[config.mk]
export PLATFORM = sky130hd
export DESIGN_NAME = gf2k_exp_ctrl
export DESIGN_NICKNAME = d
export VERILOG_FILES = /design/src/rtl/gf2k_exp_ctrl.sv
export SDC_FILE = /design/constraint.sdc
export NUM_CORES = 1
export LEC_CHECK = 0
export ABC_CLOCK_PERIOD_IN_PS = 4700
export BUFFER_PORTS_ARGS = -buffer_cell sky130_fd_sc_hd__buf_2
export CORE_MARGIN = 2
export CORE_UTILIZATION = 60
export DETAILED_ROUTE_END_ITERATION = 12
export PLACE_DENSITY = 0.82
export SYNTH_ARGS = -nofsm -noshare
export SYNTH_HDL_FRONTEND = slang
export SYNTH_SLANG_ARGS = --single-unit
[constraint.sdc]
create_clock -name clk -period 4.7 [get_ports clk]
set_input_delay 0.47 -clock clk [delete_from_list [all_inputs] [get_ports clk]]
set_output_delay 0.47 -clock clk [all_outputs]
set_load 0.02 [all_outputs]
[src/rtl/gf2k_exp_ctrl.sv]
// Square-and-multiply exponentiation in GF(2^DEG): RESULT = BASE^EXP mod POLY.
// A single combinational field multiplier is shared between square and multiply steps.
//
// state | meaning
// IDLE  | waiting for in_valid
// SQR   | acc <= acc*acc, scan exponent bit idx
// MUL   | acc <= acc*base_r for a set exponent bit
// DONE  | RESULT/out_valid presented for one cycle; new request may be taken
module gf2k_exp_ctrl #(
    parameter int DEG = 4,
    parameter int EW  = DEG
) (
    input  logic           clk,
    input  logic           rst_n,
    input  logic           in_valid,
    input  logic [DEG:0]   POLY,
    input  logic [DEG-1:0] BASE,
    input  logic [EW-1:0]  EXP,
    output logic           busy,
    output logic           out_valid,
    output logic [DEG-1:0] RESULT
);

    localparam int IW = (EW > 1) ? $clog2(EW) : 1;

    typedef enum logic [1:0] {IDLE, SQR, MUL, DONE} state_t;

    state_t         state;
    state_t         next_state;
    logic [DEG:0]   poly_r;
    logic [DEG-1:0] base_r;
    logic [EW-1:0]  exp_r;
    logic [DEG-1:0] acc;
    logic [IW-1:0]  idx;
    logic [DEG-1:0] mul_b;
    logic [DEG-1:0] mul_y;
    logic           start;
    logic           exp_bit;
    logic           idx_zero;

    // MSB-first shift-and-add; reduction only applies when the modulus has degree DEG
    function automatic logic [DEG-1:0] gf_mul(input logic [DEG-1:0] a,
                                              input logic [DEG-1:0] b,
                                              input logic [DEG:0]   p);
        logic [DEG-1:0] r;
        r = '0;
        for (int i = DEG - 1; i >= 0; i--) begin
            r = (r << 1) ^ ({DEG{r[DEG-1] & p[DEG]}} & p[DEG-1:0]);
            if (b[i]) begin
                r = r ^ a;
            end
        end
        return r;
    endfunction

    assign start    = in_valid && ((state == IDLE) || (state == DONE));
    assign exp_bit  = exp_r[idx];
    assign idx_zero = (idx == '0);
    assign mul_b    = (state == MUL) ? base_r : acc;
    assign mul_y    = gf_mul(acc, mul_b, poly_r);

    always_ff @(posedge clk or negedge rst_n) begin
        if (!rst_n) begin
            state <= IDLE;
        end else begin
            state <= next_state;
        end
    end

    always_comb begin
        next_state = state;
        case (state)
            IDLE: if (in_valid) next_state = SQR;
            SQR: begin
                if (exp_bit) begin
                    next_state = MUL;
                end else if (idx_zero) begin
                    next_state = DONE;
                end
            end
            MUL:  next_state = idx_zero ? DONE : SQR;
            DONE: next_state = in_valid ? SQR : IDLE;
            default: next_state = IDLE;
        endcase
    end

    always_comb begin
        busy = (state == SQR) || (state == MUL);
    end

    always_ff @(posedge clk or negedge rst_n) begin
        if (!rst_n) begin
            poly_r    <= '0;
            base_r    <= '0;
            exp_r     <= '0;
            acc       <= '0;
            idx       <= '0;
            out_valid <= 1'b0;
            RESULT    <= '0;
        end else begin
            if (start) begin
                poly_r <= POLY;
                base_r <= BASE;
                exp_r  <= EXP;
                acc    <= DEG'(1);
                idx    <= IW'(EW - 1);
            end else begin
                case (state)
                    SQR: begin
                        acc <= mul_y;
                        if (!exp_bit && !idx_zero) begin
                            idx <= idx - IW'(1);
                        end
                    end
                    MUL: begin
                        acc <= mul_y;
                        if (!idx_zero) begin
                            idx <= idx - IW'(1);
                        end
                    end
                    default: ;
                endcase
            end
            // the last step's product is the final value of acc
            out_valid <= (next_state == DONE);
            RESULT    <= (next_state == DONE) ? mul_y : '0;
        end
    end

endmodule

# After elaboration in Yosys (flattened, before gate mapping)
# Index checks and enable logic that the tools add are counted.
# totals
out_inout_bits,6
elab_cells,60
register_bits,26
inputBits,16
# op_classes
n_eq_ne,6
magnitude_cmp,1
muxes,20
n_bitwise,12
reduce_logical,12
add_sub_neg,1
# op_table
op,n
two-way mux 4 bit,8
XOR 4 bit,6
two-way mux 2 bit,7
bitwise AND 4 bit,3
case mux 2 bit (4 select lines),1
== test 2 bit (second input constant),3
zero test 2 bit,2
case mux 2 bit (2 select lines),1
bitwise AND 1 bit,3
less-than comparator 2 x 3 -> 1 bit (second input constant),1
!= test 3 x 2 -> 1 bit (second input constant),1
!= test 3 bit (second input constant),1
AND reduction 3 bit,1
nonzero test 3 bit,1
binary-select mux 1 bit (select 2 bit),1
== test 2 x 1 -> 1 bit (second input constant),1
logical AND 1 bit,2
zero test 1 bit,2
logical OR 1 bit,2
two-way mux 1 bit,2
nonzero test 2 bit,1
OR reduction 2 bit,1
subtractor 2 x 1 -> 2 bit (second input constant),1

# Depth between registers and ports, before layout
# logic_depth
word_depth,20
mapped_depth,11
ltp_nobuf,9

# Least setup slack after synthesis
# Ideal clock, no wire load.
# synth_timing
path_type,register -> register
start,register state[0]
end,register acc[1]
n_path_buf,2
setup_ns,0.120
stages_incl_launch_ff,12
period_less_slack_ns,2.567
t_arrival_ns,2.447
path_slack_ns,2.133
required_ns,4.580
path_cell_list,dfrtp_1 > inv_1 > ha_1 > buf_6 > nor2b_1 > nor4_2 > o31a_1 > nor3_1 > or2_1 > buf_2 > or3b_1 > a31o_1
# synth_between
elab_chain_len,20
word_cells_on_any_way,27
cone_classes,3 x eq/ne; 7 x mux; 12 x bitwise; 5 x reduce/logical
# synth_lines
item,line_no,rtl
"start, declared",28,state_t state;
"start signal, assigned",66,state <= next_state;
== test 2 bit,"59, 108",
two-way mux 4 bit,59,assign mul_b = (state == MUL) ? base_r : acc;
two-way mux 4 bit,49,if (b[i]) begin
bitwise AND 1 bit,48,r = (r << 1) ^ ({DEG{r[DEG-1] & p[DEG]}} & p[DEG-1:0]);
bitwise AND 4 bit,48,
XOR 4 bit,48,
XOR 4 bit,50,r = r ^ a;
two-way mux 4 bit,49,
[... 4 more ...],-,
two-way mux 4 bit,49,
bitwise AND 1 bit,48,
bitwise AND 4 bit,48,
XOR 4 bit,48,
XOR 4 bit,50,
two-way mux 4 bit,49,
two-way mux 4 bit,108,case (state)
two-way mux 4 bit,101,if (start) begin
"end signal, assigned",110,acc <= mul_y;
"end signal, assigned",116,acc <= mul_y;
"end, declared",33,logic [DEG-1:0] acc;
# Parallel ways exist; a longest one is shown, timed or not. The select of a mux whose other input is x is not followed.
# A chain may end at the register's enable or synchronous reset.

# Final worst setup path
# Same ends and word-level chain as after synthesis.

==> metrics.md <==
| Metric | Value |
|---|---|
| Worst VDD drop | `0.000316 V` |
| FP Rows | `19` |
| First-pass GRT wire length | `6.35 mm` |
| CP endpoint kind | `flip-flop` |
| Register area share after synthesis | `36.2%` |
| Post-CTS Setup Bufs | `0` |
| Mapped Nets | `239` |
| Yosys top cell area share | `36.2%` |
| Vias in the first global route | `1,448` |
| Congestion Overflow GR | `0` |
| Met3 WL post-DR | `204 um` |
| #FFs+latches synth | `26` |
| Crit Path Category | `reg2reg` |
| Main synth FF type | `dfrtp_1` |
| Max_slew headroom | `36.9%` |
| Area leader, netlist | `dfrtp_1` |
| Worst EP arrival | `3.35 ns` |
| CP startpoint | `state[0]$_DFF_PN0_` |
| Die height | `58.7 um` |
| Cell count after synthesis | `217` |
| Reg2reg end | `acc[1]$_DFFE_PN0P_` |
| Synth warnings | `0` |
| Vias per cell | `6.03` |
| WL per Instance | `13.9 um` |
| Later-pin clock latency in the skew report | `0.34 ns` |
| Crit Path Max Fanout | `20` |
| DR top layer | `met4` |
| Post-synth EDFFs | `0` |
| Initial antenna violation count | `0` |
| Drt drc | `1` |
| R2r setup slk | `1.60 ns` |
| Failing checks | `DRC` |
| Layout Cells excl Fill | `262` |
| RSZ-0062 raised after global routing | `false` |
| Ys async rst share | `100%` |
| Max frequency | `322 MHz` |
| Final hold slack | `0.0918 ns` |
| Htree depth | `1` |
| Ports | `22` |
| # diodes | `0` |
| Setup TNS | `0 ns` |
| Most frequent cell after synthesis | `nand2_1` |
| Core Region | `0.00281 mm2` |
| ANT nets after route | `0` |
| Tcrit/Tclk final | `66.1%` |
| Die Area | `0.00345 mm2` |
| Met2 WL | `1.74 mm` |
| Largest net degree at the start of global routing | `27` |
| Final design instance area without fill | `0.00191 mm2` |
| Transition time of the tightest slew-check pin | `0.943 ns` |
| CTS clk-pin slew, worst paths | `0.14 ns` |
| Cell Count Post-Placement | `258` |
| M1 WL | `1.65 mm` |
| Worst Path Required | `4.95 ns` |
| P per Cell Area | `625 mW/mm2` |
| Reg2reg start | `state[0]$_DFF_PN0_` |
| Crit path capture | `acc[1]$_DFFE_PN0P_` |
| CTS tree | `built` |
| Hpwl dp | `2.61 mm` |
| Initial DRT Pass Iterations | `8` |
| PortBufs | `21` |
| Top cells by area, synth | `dfrtp_1 36%, nand2_1 11%, a21oi_1 4.2%` |
| Most common library cells after synthesis | `54 x nand2_1, 26 x dfrtp_1, 15 x a21oi_1` |
| Die W | `58.7 um` |
| Total Wirelength | `3.65 mm` |
| First-iteration detailed-routing DRC count | `104` |
| Type of origin of the critical path | `flip-flop` |
| Leakage | `0.874 nW` |
| R2R depth | `9` |
| Proportion of layout cells with a drive suffix above 1 | `14.3%` |
| Post-Route Utilization | `68.2%` |
| Status | `finished, violations left` |
| Post-layout min period | `3.10 ns` |
| Total GRT Usage | `24.1%` |
| Starting density of the core | `64.0%` |
| Vias | `1,579` |
| Max-Cap Viols | `0` |
| Final Setup Violations | `0` |
| Layout fillers | `250` |
| DP Area | `0.00188 mm2` |
| Post-CTS Hold Buffers | `0` |
| Fin nets | `254` |
| Max-slew violations | `0` |
| Syn-to-layout area delta | `6.48%` |
| Final Hold Vio Count | `0` |
| CTS resizes | `0` |
| Root Buffer | `clkbuf_4` |
| Clk_skew | `0.00387 ns` |
| Syn Std Cell Area | `0.00180 mm2` |
| Clock buffer depth | `2` |
| Syn_area_per_cell | `8.27 um2` |
| Final Wtd Congestion | `0.856` |
| Count of different cell masters after synthesis | `51` |
| Hold Path Class | `in2async` |
| Clock Sinks | `26` |
| Num CTS Buffers | `3` |
[state kept, by name (all words and copies together) (netlist names)]
register	count
poly_r	5
out_valid	1
acc	4
base_r	4
RESULT	4
exp_r	4
state	2
idx	2
[layout make-up]
| type | count | area (um2) | area share [%] |
|---|---|---|---|
| Clock buffer | 4 | 36.3 | 1.90 |
| Inverter | 9 | 33.8 | 1.77 |
| Multi-Input combinational cell | 171 | 1050 | 54.8 |
| Sequential cell | 26 | 651 | 34.0 |
| Tap cell | 31 | 38.8 | 2.03 |
| Timing Repair Buffer | 21 | 105 | 5.50 |
[power by group]
| group | leakage [nW] | internal, W | switching (W) |
|---|---|---|---|
| combinational | 0.525 | 0.000252 | 0.000376 |
| sequential | 0.328 | 0.000316 | 0.000133 |
| clock | 0.0210 | 0.0000477 | 0.0000714 |
[metal layers]
metal	vias up	track usage (%)
li1	781	-
met1	725	33.2
met2	68	38.4
met3	5	2.64
met4	0	11.4
met5	-	0
[cells by family after synthesis]
group | share of synthesized area (%)
DFF | 36.2
adders and majority gates | 4.18
muxes | 4.53
buffers and inverters | 5.44
AOI/OAI and AO/OA | 16.8
and+or+nand+nor | 28.4
xor gates and xnor gates | 4.39
[layout by cell type, fill, tap and decap left out, types with 2 or more instances in the layout]
cell      netlist  final
a22oi_1         2      2
xor2_1          4      4
xnor2_1         5      5
or3_1           4      4
nand2b_1        2      2
dfrtp_1        26     26
and4_1          4      4
nand2_1        54     54
ha_1            6      6
mux2i_1         3      3
o21bai_1        2      2
clkbuf_4        0      3
a211oi_1        2      2
a221oi_1        2      2
nor3_1          9      9
and3_1          3      3
buf_2           3     21
o21ai_0         4      4
o21a_1          3      3
nor2_1          9      9
nor2b_1         2      2
nor4_2          2      2
inv_1           9      9
nand3_1         7      7
o211ai_1        2      2
o21ai_1         2      2
a21oi_1        15     15
a31oi_1         2      2
[worst max-delay path, stage by stage (launching register included)]
cell	delay (ns)
dfrtp_1	0.46
inv_1	0.10
ha_1	0.62
a21oi_1	0.17
nor4_2	0.38
o31a_1	0.27
nor3_1	0.09
or2_1	0.30
or3b_1	0.39
a31o_1	0.23
[stage by stage]
stage	total power, W	setup slack (ns)
3_5_place_dp	0.00107	1.70
2_1_floorplan	0.000945	2.13
4_1_cts	0.00119	1.64
5_1_grt	0.00131	1.44
6_report	0.00119	1.60
3_3_place_gp	0.00105	1.78
[worst min-delay path by stage]
stage | from | endpoint | slack (ns) | cells past startpoint
global route | rst_n | RESULT[3]$_DFF_PN0_ | 0.12 | 1
detailed placement | exp_r[2]$_DFFE_PN0P_ | exp_r[2]$_DFFE_PN0P_ | 0.47 | 2
CTS | rst_n | acc[1]$_DFFE_PN0P_ | 0.12 | 1
floorplan | rst_n | RESULT[0]$_DFF_PN0_ | 0.17 | 0
finish | rst_n | RESULT[3]$_DFF_PN0_ | 0.09 | 1
global placement | exp_r[0]$_DFFE_PN0P_ | exp_r[0]$_DFFE_PN0P_ | 0.46 | 2
Power figures use the tool's default switching activity.
